--- config.mk ---
export PLATFORM = sky130hd
export DESIGN_NAME = self_test_sequencer_flat
export DESIGN_NICKNAME = d
export VERILOG_FILES = /design/src/rtl/self_test_sequencer_if.sv /design/src/rtl/self_test_sequencer.sv /design/src/flat_wrapper.sv
export SDC_FILE = /design/constraint.sdc
export NUM_CORES = 1
export LEC_CHECK = 0
export CORE_UTILIZATION = 50
export CTS_CLUSTER_DIAMETER = 40
export DETAILED_ROUTE_END_ITERATION = 6
export HOLD_SLACK_MARGIN = 0.03
export PLACE_DENSITY = 0.79
export SLEW_MARGIN = 20
export SYNTH_ARGS = -nofsm -noshare
export SYNTH_HDL_FRONTEND = slang
export SYNTH_SLANG_ARGS = --single-unit
--- constraint.sdc ---
create_clock -name div_8_clk -period 2.57 [get_ports div_8_clk]
set_input_delay 0.514 -clock div_8_clk [delete_from_list [all_inputs] [get_ports div_8_clk]]
set_output_delay 0.514 -clock div_8_clk [all_outputs]
set_load 0.05 [all_outputs]
--- src/rtl/self_test_sequencer_if.sv ---
// Signal bundle between the self-test sequencer and its surroundings.
// The master modport belongs to the sequencer; the slave modport is used
// by whatever drives the word stream and consumes the strobes.
//
// Handshake: word_vld qualifies word_in for exactly one cycle. There is
// no ready/backpressure path. A word is accepted only when st_load is high
// in the same cycle (LOAD state); words offered in any other state are
// dropped. All strobe outputs are one-cycle pulses.
interface self_test_sequencer_if;
    logic        f_layer;
    logic [31:0] word_in;
    logic        word_vld;
    logic        sort_finish;
    logic        st_load;
    logic        st_start;
    logic        tx_out;
    logic        tx_hdr;
    logic        busy;
    logic        err_timeout;
    logic [2:0]  state_dbg;

    modport master (
        input  f_layer, word_in, word_vld, sort_finish,
        output st_load, st_start, tx_out, tx_hdr, busy, err_timeout, state_dbg
    );

    modport slave (
        output f_layer, word_in, word_vld, sort_finish,
        input  st_load, st_start, tx_out, tx_hdr, busy, err_timeout, state_dbg
    );
endinterface

--- src/rtl/self_test_sequencer.sv ---
// Frame sequencer for a sort self-test: hunts a sync word, loads a fixed
// payload into the self-test, starts it, waits (bounded) for completion,
// then paces out a header strobe and one strobe per payload word.
module self_test_sequencer #(
    parameter logic [31:0] SYNC_WORD     = 32'hA5C3_3C5A,
    parameter int          PAYLOAD_WORDS = 8,
    parameter int          WORD_PACE     = 4,
    parameter int          TIMEOUT       = 1024
) (
    input  logic                  div_8_clk,
    input  logic                  rst,
    self_test_sequencer_if.master bus
);

    typedef enum logic [2:0] {
        S_IDLE    = 3'd0,
        S_HUNT    = 3'd1,
        S_LOAD    = 3'd2,
        S_RUN     = 3'd3,
        S_TX_HDR  = 3'd4,
        S_TX_DATA = 3'd5,
        S_GAP     = 3'd6
    } state_t;

    // Terminal counts; counters only ever return to zero by explicit clear.
    localparam logic [7:0]  WORD_LAST = 8'(PAYLOAD_WORDS - 1);
    localparam logic [3:0]  PACE_LAST = 4'(WORD_PACE - 1);
    localparam logic [15:0] TMO_LAST  = 16'(TIMEOUT - 1);

    state_t      state_q, state_d;
    logic [7:0]  word_cnt_q, word_cnt_d;
    logic [3:0]  pace_cnt_q, pace_cnt_d;
    logic [15:0] tmo_cnt_q, tmo_cnt_d;
    logic        err_q, err_d;
    logic        st_start_q, st_start_d;

    logic        load_strobe;
    logic        tx_strobe;
    logic        hdr_strobe;

    // State and counter registers; reset aborts any frame immediately.
    always_ff @(posedge div_8_clk or posedge rst) begin
        if (rst) begin
            state_q    <= S_IDLE;
            word_cnt_q <= '0;
            pace_cnt_q <= '0;
            tmo_cnt_q  <= '0;
            err_q      <= 1'b0;
            st_start_q <= 1'b0;
        end else begin
            state_q    <= state_d;
            word_cnt_q <= word_cnt_d;
            pace_cnt_q <= pace_cnt_d;
            tmo_cnt_q  <= tmo_cnt_d;
            err_q      <= err_d;
            st_start_q <= st_start_d;
        end
    end

    // Next-state, counter updates and per-state strobes.
    always_comb begin
        state_d     = state_q;
        word_cnt_d  = word_cnt_q;
        pace_cnt_d  = pace_cnt_q;
        tmo_cnt_d   = tmo_cnt_q;
        err_d       = err_q;
        load_strobe = 1'b0;
        tx_strobe   = 1'b0;
        hdr_strobe  = 1'b0;

        case (state_q)
            S_IDLE: begin
                // Single-cycle decision point; f_layer is looked at only here.
                word_cnt_d = '0;
                pace_cnt_d = '0;
                tmo_cnt_d  = '0;
                state_d    = bus.f_layer ? S_RUN : S_HUNT;
            end

            S_HUNT: begin
                if (bus.word_vld && (bus.word_in == SYNC_WORD)) begin
                    state_d    = S_LOAD;
                    word_cnt_d = '0;
                end
            end

            S_LOAD: begin
                // Every valid word here is payload, even one equal to the sync word.
                load_strobe = bus.word_vld;
                if (bus.word_vld) begin
                    if (word_cnt_q == WORD_LAST) begin
                        state_d    = S_RUN;
                        word_cnt_d = '0;
                        tmo_cnt_d  = '0;
                    end else begin
                        word_cnt_d = word_cnt_q + 8'd1;
                    end
                end
            end

            S_RUN: begin
                // Completion takes priority over the timeout expiring in the same cycle.
                if (bus.sort_finish) begin
                    state_d    = S_TX_HDR;
                    pace_cnt_d = '0;
                end else if (tmo_cnt_q == TMO_LAST) begin
                    state_d = S_HUNT;
                    err_d   = 1'b1;
                end else begin
                    tmo_cnt_d = tmo_cnt_q + 16'd1;
                end
            end

            S_TX_HDR: begin
                tx_strobe  = (pace_cnt_q == 4'd0);
                hdr_strobe = (pace_cnt_q == 4'd0);
                if (pace_cnt_q == PACE_LAST) begin
                    state_d    = S_TX_DATA;
                    pace_cnt_d = '0;
                    word_cnt_d = '0;
                end else begin
                    pace_cnt_d = pace_cnt_q + 4'd1;
                end
            end

            S_TX_DATA: begin
                // One strobe at the start of each pace window, one window per word.
                tx_strobe = (pace_cnt_q == 4'd0);
                if (pace_cnt_q == PACE_LAST) begin
                    pace_cnt_d = '0;
                    if (word_cnt_q == WORD_LAST) begin
                        state_d    = S_GAP;
                        word_cnt_d = '0;
                    end else begin
                        word_cnt_d = word_cnt_q + 8'd1;
                    end
                end else begin
                    pace_cnt_d = pace_cnt_q + 4'd1;
                end
            end

            S_GAP: begin
                if (pace_cnt_q == PACE_LAST) begin
                    state_d    = S_IDLE;
                    pace_cnt_d = '0;
                end else begin
                    pace_cnt_d = pace_cnt_q + 4'd1;
                end
            end

            default: begin
                state_d = S_IDLE;
            end
        endcase
    end

    // Start pulse is registered so it lines up with the first RUN cycle on every entry.
    always_comb begin
        st_start_d = (state_d == S_RUN) && (state_q != S_RUN);
    end

    assign bus.st_load     = load_strobe;
    assign bus.st_start    = st_start_q;
    assign bus.tx_out      = tx_strobe;
    assign bus.tx_hdr      = hdr_strobe;
    assign bus.busy        = (state_q != S_IDLE) && (state_q != S_HUNT);
    assign bus.err_timeout = err_q;
    assign bus.state_dbg   = state_q;

endmodule

--- src/flat_wrapper.sv ---
// flat-port wrapper written by rule: the top's interface ports become plain ports
module self_test_sequencer_flat 
#(
    parameter logic [31:0] SYNC_WORD     = 32'hA5C3_3C5A,
    parameter int          PAYLOAD_WORDS = 8,
    parameter int          WORD_PACE     = 4,
    parameter int          TIMEOUT       = 1024
)
  (div_8_clk, rst, bus_f_layer, bus_word_in, bus_word_vld, bus_sort_finish, bus_st_load, bus_st_start, bus_tx_out, bus_tx_hdr, bus_busy, bus_err_timeout, bus_state_dbg);
  self_test_sequencer_if bus_i ();
  input  logic div_8_clk;
  input  logic rst;
  input wire logic [$bits(bus_i.f_layer)-1:0] bus_f_layer;
  input wire logic [$bits(bus_i.word_in)-1:0] bus_word_in;
  input wire logic [$bits(bus_i.word_vld)-1:0] bus_word_vld;
  input wire logic [$bits(bus_i.sort_finish)-1:0] bus_sort_finish;
  output wire logic [$bits(bus_i.st_load)-1:0] bus_st_load;
  output wire logic [$bits(bus_i.st_start)-1:0] bus_st_start;
  output wire logic [$bits(bus_i.tx_out)-1:0] bus_tx_out;
  output wire logic [$bits(bus_i.tx_hdr)-1:0] bus_tx_hdr;
  output wire logic [$bits(bus_i.busy)-1:0] bus_busy;
  output wire logic [$bits(bus_i.err_timeout)-1:0] bus_err_timeout;
  output wire logic [$bits(bus_i.state_dbg)-1:0] bus_state_dbg;
  assign bus_i.f_layer = bus_f_layer;
  assign bus_i.word_in = bus_word_in;
  assign bus_i.word_vld = bus_word_vld;
  assign bus_i.sort_finish = bus_sort_finish;
  assign bus_st_load = bus_i.st_load;
  assign bus_st_start = bus_i.st_start;
  assign bus_tx_out = bus_i.tx_out;
  assign bus_tx_hdr = bus_i.tx_hdr;
  assign bus_busy = bus_i.busy;
  assign bus_err_timeout = bus_i.err_timeout;
  assign bus_state_dbg = bus_i.state_dbg;
  self_test_sequencer #(.SYNC_WORD(SYNC_WORD), .PAYLOAD_WORDS(PAYLOAD_WORDS), .WORD_PACE(WORD_PACE), .TIMEOUT(TIMEOUT)) u_core (.div_8_clk(div_8_clk), .rst(rst), .bus(bus_i));
endmodule
==> flow_metrics.py <==
metrics = {
    "run": {
        "drv_cap": 0,
    },
    "power_and_ir_drop": {
        "finalPower_mw": 2.064,
        "ir_drop_mv": 0.4611,
        "leakagePower_nw": 1.179,
        "power_switching_uw": 868.6,
        "seqPwrFrac": 0.351,
        "p_comb_frac": 0.472,
        "power_frac_clock": 0.176,
        "p_int_mw": 1.195,
        "p_sw_frac": 0.4208,
        "powerDensity_mw_per_mm2": 740.4,
    },
    "cts": {
        "cts-root-buf": "clkbuf_8",
        "clock_path_buffers": 2,
        "insertion_delay_ns": 0.28,
        "ctsHoldBuffers": 0,
        "cts_tree": "yes",
        "h-tree-depth": 2,
        "cts_buffers": 5,
        "post_cts_buffers": 0,
        "cts_resized": 0,
        "cts.clk_slew.worst_paths_ns": 0.07,
        "clkSinkCount": 33,
    },
    "yosys": {
        "yosys_register_bits": 33,
        "async_flop_share": 1.000,
        "yosysWarnings": 0,
        "avgSynthCellArea_um2": 9.285,
        "yosysUniqueCellTypes": 63,
        "synth_cells": 228,
        "yosysSeqAreaShare": 0.3901,
        "netlist_area_mm2": 0.002117,
        "synth_edf_count": 0,
        "synth_fp_nets": 269,
        "synthFlopType": "dfrtp_1",
    },
    "sta": {
        "fin_crit_ns": 2.398,
        "slew-limit-headroom": 0.6334,
        "fmax_mhz": 417.0,
        "period_share": 0.9331,
        "finalSetupViolCount": 0,
        "setup_ws_ns": 0.1720,
        "fin_skew_ns": 0.004953,
        "rsz0062_at_grt": "no",
        "slew_viol_final": 0,
        "tightest_slew_ns": 0.5499,
        "finalHoldViolCount": 0,
        "finalSetupTns_ns": 0,
    },
    "drt": {
        "drc": 0,
        "routedWlPerCell_um": 15.05,
        "vias": 2078,
        "drt-total-wl_um": 5041,
        "drt-vias-per-instance": 6.203,
        "drt_pass1_iterations": 4,
        "drtIter0Drc": 155,
        "postRouteAntennaNets": 0,
    },
    "worst_setup_path": {
        "crit_required_ns": 2.06,
        "rrSetupSlack_ns": 0.31,
        "cp-start-kind": "flop",
        "crit_path_start": "u_core.bus.state_dbg[1]$_DFF_PP0_",
        "crit_fanout": 15,
        "critical_path_class": "flop to output pin",
        "arrival_ns": 1.88,
        "r2r-start": "u_core.pace_cnt_q[0]$_DFFE_PP0P_",
        "cp-end-kind": "output pin",
    },
    "worst_hold_path": {
        "hold_path.class": "flop to flop",
        "min_from": "u_core.bus.err_timeout$_DFFE_PP0P_",
    },
    "layout": {
        "nets": 327,
        "final_cell_mix": "42 x clkdlybuf4s50_1, 33 x dfrtp_1, 20 x nor2_1",
        "antenna_cells": 0,
        "area_growth_pct": 31.68,
        "drive_gt1_frac": 0.1193,
        "layout_commonest_cell": "clkdlybuf4s50_1",
    },
    "global_routing": {
        "grt_max_degree": 34,
        "antenna_found_initial": 0,
        "grt_pass1_vias": 1851,
        "gr-usage-all-layers": 0.2489,
        "grt_pass1_wl_um": 8307,
        "gr-total-overflow": 0,
    },
    "floorplan": {
        "die_w_um": 67.07,
        "dieArea_mm2": 0.004498,
        "start_util": 0.5255,
        "core_area_mm2": 0.004029,
        "dieHeight_um": 67.07,
        "ios": 46,
        "num_rows": 23,
    },
    "outcome": {
        "run_status": "finished clean",
    },
    "place": {
        "place_hpwl_um": 3826,
        "port_buffers": 45,
        "place_ws_ns": 0.1242,
        "place.gp.congestion": 0.8752,
    },
}
## cell usage after synthesis (all sizes together), types with 4 or more instances
master  number  share of area
a21oi        5          0.012
or4          4          0.018
nand2       15          0.028
o21ai       16          0.045
clkbuf       5         0.0089
nor2        21          0.038
xor2         6          0.025
and4         4          0.017
nor4         6          0.028
dfrtp       33           0.39
o31ai        4          0.014
xnor2        4          0.017
ha           4          0.024
and3         9          0.027
nand3       15          0.035
nand4        9          0.027
inv          8          0.014
## power groups by stage
stage                     Combinational, mW  Sequential, mW  Clock, mW
final                                 0.975           0.725      0.364
after global routing                   1.06           0.743      0.392
after CTS                             0.977           0.722      0.367
after detailed placement              0.974           0.731          0
after global placement                0.949           0.728          0
after floorplan                       0.580           0.756          0
## state kept, by name, summed over array words and instances, names as in the netlist
signal / flops
u_core.pace_cnt_q: 4
u_core.bus.err_timeout: 1
u_core.bus.state_dbg: 3
u_core.bus.st_start: 1
u_core.word_cnt_q: 8
u_core.tmo_cnt_q: 16
## logic make-up (layout without fill, tap and decap cells)
family,Yosys count,after routing,synth area share
DFF,33,33,0.3901
buffers and inverters,14,71,0.02482
and+or+nand+nor,107,107,0.3073
muxes,2,2,0.01241
xor gates and xnor gates,10,10,0.04137
adders and majority gates,4,4,0.02364
AOI/OAI and AO/OA,58,58,0.2004
## layout make-up
| cell class | count | area [um2] |
|---|---|---|
| well taps | 50 | 62.56 |
| clock buffers | 5 | 68.82 |
| fillers | 343 | 1241 |
| repair buffers | 56 | 550.5 |
| inverters | 9 | 33.78 |
| multi-input cells | 181 | 1241 |
| clock inverters | 1 | 5.005 |
| flip-flops and latches | 33 | 825.8 |
## final timing paths
kind,end,cells after the start
hold reg to reg,u_core.bus.err_timeout$_DFFE_PP0P_,1
setup reg to reg,u_core.word_cnt_q[0]$_DFFE_PP0P_,6
min in group asynchronous,u_core.word_cnt_q[6]$_DFFE_PP0P_,3
hold / removal,u_core.bus.err_timeout$_DFFE_PP0P_,1
max in group asynchronous,u_core.pace_cnt_q[2]$_DFFE_PP0P_,3
setup / recovery,bus_busy,3
## metal layers
layer,up-vias,routed length [um],track usage
li1,992,-,-
met1,997,2123,0.2964
met2,79,2465,0.4063
met3,10,355,0.07877
met4,0,96,0.1064
met5,-,0,0
## critical path: stages (launching register included)
cell and delay [ns]:
dfrtp_1 0.59, nor2_1 0.13, inv_1 0.07, clkdlybuf4s50_1 0.80
## per-stage QoR
step	util	hold slack [ns]	cell area, um2	instances
floorplan	-	0.5015	2120	228
finish	0.6919	0.4719	2788	335
global placement	0.6736	0.4542	2714	329
detailed placement	0.6736	0.4634	2714	329
global route	0.6919	0.4939	2788	335
CTS	0.6919	0.4784	2788	335
(Power assumes the default switching activity.)
